File: config.mk
export PLATFORM = sky130hd
export DESIGN_NAME = irq_ctl_flat
export DESIGN_NICKNAME = d
export VERILOG_FILES = /design/src/rtl/irq_ctl_if.sv /design/src/rtl/irq_ctl.sv /design/src/flat_wrapper.sv
export SDC_FILE = /design/constraint.sdc
export NUM_CORES = 1
export LEC_CHECK = 0
export ABC_AREA = 0
export BUFFER_PORTS_ARGS = -buffer_cell sky130_fd_sc_hd__buf_2
export CORE_ASPECT_RATIO = 0.75
export CORE_MARGIN = 2
export CORE_UTILIZATION = 50
export CTS_BUF_LIST = sky130_fd_sc_hd__clkbuf_4 sky130_fd_sc_hd__clkbuf_8 sky130_fd_sc_hd__clkbuf_16
export CTS_CLUSTER_SIZE = 28
export DETAILED_ROUTE_END_ITERATION = 12
export PLACE_DENSITY = 0.89
export SYNTH_ARGS = -nofsm -noshare
export SYNTH_HDL_FRONTEND = slang
export SYNTH_SLANG_ARGS = --single-unit
export TNS_END_PERCENT = 50
File: constraint.sdc
create_clock -name clock -period 1.8 [get_ports clock]
set_input_delay 0.27 -clock clock [delete_from_list [all_inputs] [get_ports clock]]
set_output_delay 0.27 -clock clock [all_outputs]
set_load 0.05 [all_outputs]
File: src/rtl/irq_ctl_if.sv
// CPU-side bus of the interrupt controller: I/O register access plus the
// interrupt request/vector/acknowledge handshake.
interface irq_ctl_if;
    logic        port_clk;
    logic [15:0] port;
    logic [7:0]  port_o;
    logic        port_w;
    logic [7:0]  port_i;
    logic        intr;
    logic [7:0]  irq;
    logic        intr_latch;

    modport master (
        output port_clk, port, port_o, port_w, intr_latch,
        input  port_i, intr, irq
    );

    modport slave (
        input  port_clk, port, port_o, port_w, intr_latch,
        output port_i, intr, irq
    );
endinterface

File: src/rtl/irq_ctl.sv
// Edge-triggered interrupt controller: pending/mask/in-service registers,
// lowest-index-first priority, toggle-encoded acknowledge and EOI command.
module irq_ctl #(
    parameter int          NUM_IRQ   = 8,
    parameter logic [7:0]  VEC_BASE  = 8'h08,
    parameter logic [15:0] PORT_BASE = 16'h0020,
    parameter bit          AUTO_EOI  = 1'b0
) (
    input  logic               clock,
    input  logic               reset,
    input  logic [NUM_IRQ-1:0] irq_line,
    irq_ctl_if.slave           cpu
);

    localparam logic [15:0] ADDR_CMD  = PORT_BASE;
    localparam logic [15:0] ADDR_MASK = PORT_BASE + 16'd1;
    localparam logic [15:0] ADDR_ISR  = PORT_BASE + 16'd2;
    localparam logic [7:0]  CMD_EOI   = 8'h20;

    typedef enum logic [1:0] {
        IDLE,
        REQ,
        SERVICE
    } state_t;

    state_t state, state_next;

    logic [NUM_IRQ-1:0] prev;
    logic [NUM_IRQ-1:0] pending, pending_next;
    logic [NUM_IRQ-1:0] mask, mask_next;
    logic [NUM_IRQ-1:0] isr, isr_next;
    logic [NUM_IRQ-1:0] rise;
    logic [NUM_IRQ-1:0] avail;
    logic [NUM_IRQ-1:0] sel_onehot;
    logic               copy;
    logic               ack;
    logic               eoi;
    logic               wr_mask;
    logic               clear_sel;
    logic               intr_q, intr_next;
    logic [7:0]         irq_q, irq_next;
    logic [2:0]         sel, sel_next;
    logic [2:0]         pick;
    logic               pick_valid;
    logic [7:0]         rd_data;

    assign rise    = irq_line & ~prev;
    assign ack     = cpu.intr_latch != copy;
    assign eoi     = cpu.port_clk & cpu.port_w & (cpu.port == ADDR_CMD) & (cpu.port_o == CMD_EOI);
    assign wr_mask = cpu.port_clk & cpu.port_w & (cpu.port == ADDR_MASK);
    assign avail   = pending & ~mask;

    // Scanning downwards leaves the lowest unmasked pending channel selected.
    always_comb begin
        pick       = 3'd0;
        pick_valid = 1'b0;
        for (int i = NUM_IRQ - 1; i >= 0; i--) begin
            if (avail[i]) begin
                pick       = 3'(i);
                pick_valid = 1'b1;
            end
        end
    end

    always_comb begin
        sel_onehot = '0;
        for (int i = 0; i < NUM_IRQ; i++) begin
            sel_onehot[i] = (sel == 3'(i));
        end
    end

    always_comb begin
        state_next = state;
        intr_next  = intr_q;
        irq_next   = irq_q;
        sel_next   = sel;
        isr_next   = isr;
        clear_sel  = 1'b0;
        case (state)
            IDLE: begin
                if (pick_valid) begin
                    sel_next   = pick;
                    irq_next   = VEC_BASE + {5'd0, pick};
                    intr_next  = 1'b1;
                    state_next = REQ;
                end
            end
            REQ: begin
                // Vector and request stay frozen here until the CPU acknowledges.
                if (ack) begin
                    clear_sel = 1'b1;
                    intr_next = 1'b0;
                    if (AUTO_EOI) begin
                        state_next = IDLE;
                    end else begin
                        isr_next   = isr | sel_onehot;
                        state_next = SERVICE;
                    end
                end
            end
            SERVICE: begin
                if (eoi) begin
                    isr_next   = '0;
                    state_next = IDLE;
                end
            end
            default: begin
                state_next = IDLE;
            end
        endcase
    end

    // A fresh edge in the acknowledge cycle re-arms the channel: set wins over clear.
    assign pending_next = (pending & ~({NUM_IRQ{clear_sel}} & sel_onehot)) | rise;
    assign mask_next    = wr_mask ? cpu.port_o[NUM_IRQ-1:0] : mask;

    // Edge and acknowledge detectors resync to the live inputs in reset so
    // that a line held high through reset does not look like a new edge.
    always_ff @(posedge clock) begin
        if (reset) begin
            state   <= IDLE;
            pending <= '0;
            mask    <= '0;
            isr     <= '0;
            intr_q  <= 1'b0;
            irq_q   <= 8'h00;
            sel     <= 3'd0;
            prev    <= irq_line;
            copy    <= cpu.intr_latch;
        end else begin
            state   <= state_next;
            pending <= pending_next;
            mask    <= mask_next;
            isr     <= isr_next;
            intr_q  <= intr_next;
            irq_q   <= irq_next;
            sel     <= sel_next;
            prev    <= irq_line;
            copy    <= cpu.intr_latch;
        end
    end

    always_comb begin
        rd_data = 8'h00;
        case (cpu.port)
            ADDR_CMD:  rd_data[NUM_IRQ-1:0] = pending;
            ADDR_MASK: rd_data[NUM_IRQ-1:0] = mask;
            ADDR_ISR:  rd_data[NUM_IRQ-1:0] = isr;
            default:   rd_data = 8'h00;
        endcase
    end

    assign cpu.port_i = rd_data;
    assign cpu.intr   = intr_q;
    assign cpu.irq    = irq_q;

endmodule

File: src/flat_wrapper.sv
// flat-port wrapper written by rule: the top's interface ports become plain ports
module irq_ctl_flat 
#(
    parameter int          NUM_IRQ   = 8,
    parameter logic [7:0]  VEC_BASE  = 8'h08,
    parameter logic [15:0] PORT_BASE = 16'h0020,
    parameter bit          AUTO_EOI  = 1'b0
)
  (clock, reset, irq_line, cpu_port_clk, cpu_port, cpu_port_o, cpu_port_w, cpu_intr_latch, cpu_port_i, cpu_intr, cpu_irq);
  irq_ctl_if cpu_i ();
  input  logic clock;
  input  logic reset;
  input  logic [NUM_IRQ-1:0] irq_line;
  input wire logic [$bits(cpu_i.port_clk)-1:0] cpu_port_clk;
  input wire logic [$bits(cpu_i.port)-1:0] cpu_port;
  input wire logic [$bits(cpu_i.port_o)-1:0] cpu_port_o;
  input wire logic [$bits(cpu_i.port_w)-1:0] cpu_port_w;
  input wire logic [$bits(cpu_i.intr_latch)-1:0] cpu_intr_latch;
  output wire logic [$bits(cpu_i.port_i)-1:0] cpu_port_i;
  output wire logic [$bits(cpu_i.intr)-1:0] cpu_intr;
  output wire logic [$bits(cpu_i.irq)-1:0] cpu_irq;
  assign cpu_i.port_clk = cpu_port_clk;
  assign cpu_i.port = cpu_port;
  assign cpu_i.port_o = cpu_port_o;
  assign cpu_i.port_w = cpu_port_w;
  assign cpu_i.intr_latch = cpu_intr_latch;
  assign cpu_port_i = cpu_i.port_i;
  assign cpu_intr = cpu_i.intr;
  assign cpu_irq = cpu_i.irq;
  irq_ctl #(.NUM_IRQ(NUM_IRQ), .VEC_BASE(VEC_BASE), .PORT_BASE(PORT_BASE), .AUTO_EOI(AUTO_EOI)) u_core (.clock(clock), .reset(reset), .irq_line(irq_line), .cpu(cpu_i));
endmodule
=== Word-level counts from Yosys, hierarchy flattened ===
Cells that the tools add are included.

* Input port bits: 37
* Word-level logic and storage cells: 77
* Output and inout port bits: 17
* Register bits: 47

* Equal/unequal tests: 17
* Mux-type cells: 29
* $add $sub $neg: 1
* Reduce and logical (&&, ||, !) cells: 8
* Bitwise logic cells: 13

{| class="wikitable"
|+ Operator list
! kind !! count
|-
| 16-bit by 6-bit == test with 1-bit output, second input constant || 3
|-
| 8-bit AND || 4
|-
| 3-bit 2-to-1 mux || 8
|-
| 8-bit NOT || 3
|-
| 8-bit one-hot mux with 3 select lines || 1
|-
| 8-bit 2-to-1 mux || 2
|-
| 8-bit OR || 2
|-
| 8-bit one-hot mux with 2 select lines || 1
|-
| 3-bit == test, second input constant || 4
|-
| 1-bit 2-to-1 mux || 12
|-
| 3-bit AND reduction || 3
|-
| 8-bit by 6-bit == test with 1-bit output, second input constant || 1
|-
| 3-bit by 2-bit == test with 1-bit output, second input constant || 2
|-
| 2-bit 2-to-1 mux || 3
|-
| 2-bit by 1-bit inequality test with 1-bit output, second input constant || 3
|-
| 2-bit one-hot mux with 3 select lines || 1
|-
| 4-bit by 3-bit adder with 5-bit output, first input constant || 1
|-
| 1-bit AND || 4
|-
| 2-bit nonzero test || 2
|-
| 3-bit by 1-bit == test with 1-bit output, second input constant || 1
|-
| 3-bit zero test || 1
|-
| 2-bit by 1-bit == test with 1-bit output, second input constant || 1
|-
| 2-bit == test, second input constant || 1
|-
| 2-bit zero test || 1
|-
| 3 further kinds || 3
|}

=== Longest topological paths before layout ===
* Depth after elaboration: 12
* Gate-level depth with buffers: 6
* Depth with buffers taken out: 5

=== Worst setup path before layout ===
Ideal clock, no wire load.

* Path type: input to output
* From: input port cpu_port[12]
* To: output port cpu_port_i[0]
* Slack: -0.229 ns
* Stages on the path: 4
* Path buffers: 1
* Required time: 1.530 ns
* Arrival: 1.759 ns
* Path through: nor4b_1 nand4_2 buf_2 nor2_1

* Longest elaborated chain between the ends: 2
* Elaborated cells between the ends (all ways): 4
* Those cells by class: eq/ne (3); mux (1)

{| class="wikitable"
|+ RTL lines
! element !! line !! text
|-
| start, declared || flat_wrapper.sv:15 || <nowiki>input wire logic [$bits(cpu_i.port)-1:0] cpu_port;</nowiki>
|-
| 16-bit by 6-bit == test with 1-bit output || irq_ctl.sv:145 || <nowiki>case (cpu.port)</nowiki>
|-
| 8-bit one-hot mux with 3 select lines (*) || irq_ctl.sv:145 ||
|-
| end, declared || flat_wrapper.sv:19 || <nowiki>output wire logic [$bits(cpu_i.port_i)-1:0] cpu_port_i;</nowiki>
|}

Every way passes the cells marked *; elsewhere a longest branch is shown, timed or not.

=== Worst setup path in the final report ===
* From: register u_core.state[0]
* To: register u_core.pending[7]

* Longest elaborated chain between the ends: 6

{| class="wikitable"
|+ RTL lines
! element !! line !! text
|-
| start, declared || irq_ctl.sv:26 || <nowiki>state_t state, state_next;</nowiki>
|-
| start signal, assigned || irq_ctl.sv:131 || <nowiki>state <= state_next;</nowiki>
|-
| 2-bit by 1-bit == test with 1-bit output || irq_ctl.sv:79 || <nowiki>case (state)</nowiki>
|-
| 1-bit 2-to-1 mux || irq_ctl.sv:79 ||
|-
| 8-bit AND || irq_ctl.sv:114 || <nowiki>assign pending_next = (pending & ~({NUM_IRQ{clear_sel}} & sel_onehot)) | rise;</nowiki>
|-
| 8-bit NOT || irq_ctl.sv:114 ||
|-
| 8-bit AND || irq_ctl.sv:114 ||
|-
| 8-bit OR || irq_ctl.sv:114 ||
|-
| end signal, assigned || irq_ctl.sv:132 || <nowiki>pending <= pending_next;</nowiki>
|-
| end, declared || irq_ctl.sv:29 || <nowiki>logic [NUM_IRQ-1:0] pending, pending_next;</nowiki>
|}

Every way passes these cells.
A chain may end at the register's enable or synchronous reset.

==> summary.log <==
[clock_tree] number of gates resized after cts 0
[power] total power density per cell area 946 nW/um^2
[setup_path] data required time of the critical path 1960 ps
[route] via count 1,621
[sta] Period minus WS final 1730 ps
[setup_path] crit end category register
[clock_tree] number of sinks driven by the clock tree 40
[layout] fraction of final layout cells sized beyond drive strength 1 29.1%
[setup_path] maximum single-stage delay on the critical path 400 ps
[die] Die ar. 4080 um^2
[clock_tree] Clock H-tree levels 2
[route] router iterations before antenna repair 5
[clock_tree] clock insertion delay at the later pin of the skew report 290 ps
[grt] first-pass GRT wire length 6360 um
[sta] final sum of negative setup slack 0 ps
[layout] Post-layout nets 294
[layout] Layout Area Growth over Synthesis 22.2%
[logic_synthesis] ys flop type sky130_fd_sc_hd__dfxtp_1
[sta] skew final 3.94 ps
[sta] number of hold-slack violations in the final timing report 0
[clock_tree] TritonCTS buffer count 5
[min_path] path type of the worst min-delay path input port to register
[logic_synthesis] average cell area after synthesis 8.53 um^2
[logic_synthesis] count of state elements after synthesis 40
[die] die span in x 73.1 um
[clock_tree] buffer depth of the longest clock path 2
[grt] number of antenna violations at the first check in global routing 0
[sta] final max-slew violation count 0
[logic_synthesis] fraction of the yosys area taken by sequential cells 44.7%
[route] post-detailed-route wirelength per cell 13.4 um
[sta] highest achievable clock rate 578 MHz
[logic_synthesis] Synthesis Warnings 0
[clock_tree] number of setup buffers added after CTS 0
[clock_tree] CTS tree built
[die] area of the core 3360 um^2
[logic_synthesis] ys async rst share 0%
[sta] final worst hold slack 89.8 ps
[setup_path] category of the worst setup path launch point register
[grt] pin count of the biggest net entering global routing 25
[power] maximum VDD drop 0.505 mV
[place] detailed-placement wirelength estimate 3010 um
[setup_path] cell family contributing the most delay on the critical path simple AND/OR/NAND/NOR gates
[die] standard-cell rows 18
[sta] RSZ-0062 raised after global routing no
[run_status] result of the run finished clean
[clock_tree] root buffer cell sky130_fd_sc_hd__clkbuf_8
[sta] Setup Viol. Count Final 0
[die] die height 55.8 um
[sta] final period utilization 96.2%
[power] leakage power of the design 0.892 nW
[route] via-per-instance ratio 5.44
[grt] Total Routing Usage GR 20.1%
[setup_path] critical path arrival 1890 ps
[place] Routability Congestion 0.887
[setup_path] critical path type register to register
[logic_synthesis] post-synth design cell area 1790 um^2
[place] input/output buffers 49
[grt] total gr overflow 0
[job] MaxCap Viol Count 0
[route] DRC marker count from the first detailed-route iteration 81
[setup_path] worst path buffer plus inverter count 1
[layout] # diodes 0
[layout] number of filler cells placed in the layout 299
[route] total wire length 3990 um
[die] initial cell density of the core 53.4%
[clock_tree] number of hold buffers added after CTS 0
[route] DRC violation count after routing 0
[logic_synthesis] Post-synth EDFFs 0
[logic_synthesis] library cells used by synthesis 39
[grt] number of global-route vias before repair 1,424
[logic_synthesis] Post-Syn Instances 210
[clock_tree] clock slew seen by the registers of the worst setup and hold paths 70 ps
[setup_path] critical path cell sequence inv_2, or3_4, or2_1, o21ai_0, a21oi_1
[layout] core occupancy in the finished layout 65.2%
[setup_path] cell with the biggest individual delay on the critical path sky130_fd_sc_hd__dfxtp_1
[die] num ports 54
[setup_path] CP Max Fanout 8
[route] count of nets left with antenna violations after detail routing 0
worst register-to-register path, delay by kind of cell (launching register included):
kind,cells,cell delay (ps)
compound gates,2,370
buf+inv,1,70
flops,1,400
simple gates,2,760
per-layer routing:
| layer | wire [um] | up-vias | global-route usage, % |
|---|---|---|---|
| met5 | 0 | - | 0 |
| met2 | 1840 | 58 | 31.3 |
| li1 | - | 810 | - |
| met3 | 249 | 7 | 5.98 |
| met4 | 50 | 0 | 6.08 |
| met1 | 1860 | 746 | 26.5 |
report_power, final:
part	total [W]	switching [W]	internal, W
Combinational	0.000352	0.000232	0.000121
Sequential	0.000994	0.0000536	0.000941
Clock	0.000722	0.000296	0.000426
Total	0.00207	0.000581	0.00149
final timing paths:
kind | endpoint | slack (ps) | depth (start not counted) | from
max | u_core.pending[7]$_SDFF_PP0_ | 70 | 5 | u_core.state[0]$_SDFFE_PP0P_
min | u_core.prev[4]$_DFF_P_ | 90 | 1 | irq_line[4]
max reg2reg | u_core.pending[7]$_SDFF_PP0_ | 70 | 5 | u_core.state[0]$_SDFFE_PP0P_
min reg2reg | u_core.cpu.irq[3]$_SDFFE_PP0P_ | 440 | 2 | u_core.cpu.irq[3]$_SDFFE_PP0P_
cell usage after synthesis, types with 2 or more instances:
master | number | area share, %
sky130_fd_sc_hd__a21oi_1 | 30 | 8.4
sky130_fd_sc_hd__buf_2 | 3 | 0.84
sky130_fd_sc_hd__buf_4 | 4 | 1.7
sky130_fd_sc_hd__clkbuf_1 | 5 | 1.0
sky130_fd_sc_hd__dfxtp_1 | 40 | 45
sky130_fd_sc_hd__inv_1 | 4 | 0.84
sky130_fd_sc_hd__mux2i_1 | 8 | 4.5
sky130_fd_sc_hd__nand2_1 | 15 | 3.1
sky130_fd_sc_hd__nand2b_1 | 16 | 5.6
sky130_fd_sc_hd__nand3b_1 | 2 | 0.84
sky130_fd_sc_hd__nand4b_1 | 2 | 0.98
sky130_fd_sc_hd__nor2_1 | 26 | 5.5
sky130_fd_sc_hd__nor2b_1 | 4 | 1.4
sky130_fd_sc_hd__nor3_1 | 3 | 0.84
sky130_fd_sc_hd__nor4_1 | 2 | 0.70
sky130_fd_sc_hd__nor4b_1 | 2 | 0.98
sky130_fd_sc_hd__o211ai_1 | 2 | 0.84
sky130_fd_sc_hd__o21a_1 | 8 | 3.4
sky130_fd_sc_hd__o21ai_0 | 14 | 3.9
registers in the layout (all words and copies together) (netlist names):
| signal | cells |
|---|---|
| u_core.cpu.irq | 2 |
| u_core.cpu.intr | 1 |
| u_core.pending | 8 |
| u_core.state | 2 |
| u_core.sel | 2 |
| u_core.copy | 1 |
| u_core.isr | 8 |
| u_core.mask | 8 |
| u_core.prev | 8 |
per-stage QoR:
stage	instance area [um^2]	total power, W	instances	setup WS (ps)
floorplan	1820	0.00127	213	-42.2
global placement	2060	0.00135	290	70.2
detailed placement	2060	0.00136	290	45.0
CTS	2170	0.00208	298	65.6
global route	2190	0.00216	298	5.10
finish	2190	0.00207	298	69.3
cells by family after synthesis:
family | count (synthesis) | synth area share (%)
other | 1 | 0.209
flip-flops | 40 | 44.7
buffers and inverters | 18 | 5.24
AO/OA/AOI/OAI | 63 | 21.2
AND/OR/NAND/NOR | 79 | 23.6
multiplexers | 8 | 4.47
XOR/XNOR | 1 | 0.489
cells in the final DEF, fill, tap and decap left out, types with 2 or more instances in the layout:
| cell | count |
|---|---|
| sky130_fd_sc_hd__clkbuf_4 | 3 |
| sky130_fd_sc_hd__nor2_1 | 18 |
| sky130_fd_sc_hd__nor4_1 | 2 |
| sky130_fd_sc_hd__clkbuf_8 | 5 |
| sky130_fd_sc_hd__nor3_1 | 3 |
| sky130_fd_sc_hd__conb_1 | 4 |
| sky130_fd_sc_hd__mux2i_1 | 8 |
| sky130_fd_sc_hd__inv_1 | 4 |
| sky130_fd_sc_hd__a21oi_1 | 30 |
| sky130_fd_sc_hd__nand4b_1 | 2 |
| sky130_fd_sc_hd__dfxtp_1 | 40 |
| sky130_fd_sc_hd__o21ai_0 | 14 |
| sky130_fd_sc_hd__buf_2 | 47 |
| sky130_fd_sc_hd__nand2_1 | 15 |
| sky130_fd_sc_hd__o21a_1 | 8 |
| sky130_fd_sc_hd__o211ai_1 | 2 |
| sky130_fd_sc_hd__nand2b_1 | 16 |
| sky130_fd_sc_hd__nor2_2 | 8 |
| sky130_fd_sc_hd__nor2b_1 | 3 |
| sky130_fd_sc_hd__nand3b_1 | 2 |
final cells by class:
class / count / area (um^2) / area share (%)
multi-input cells: 155 / 936 / 42.8
flip-flops and latches: 40 / 801 / 36.6
repair buffers: 50 / 270 / 12.4
clock buffers: 6 / 76.3 / 3.49
well taps: 40 / 50.0 / 2.29
clock inverters: 2 / 35.0 / 1.60
inverters: 5 / 18.8 / 0.858
Power figures use the tool's default switching activity.
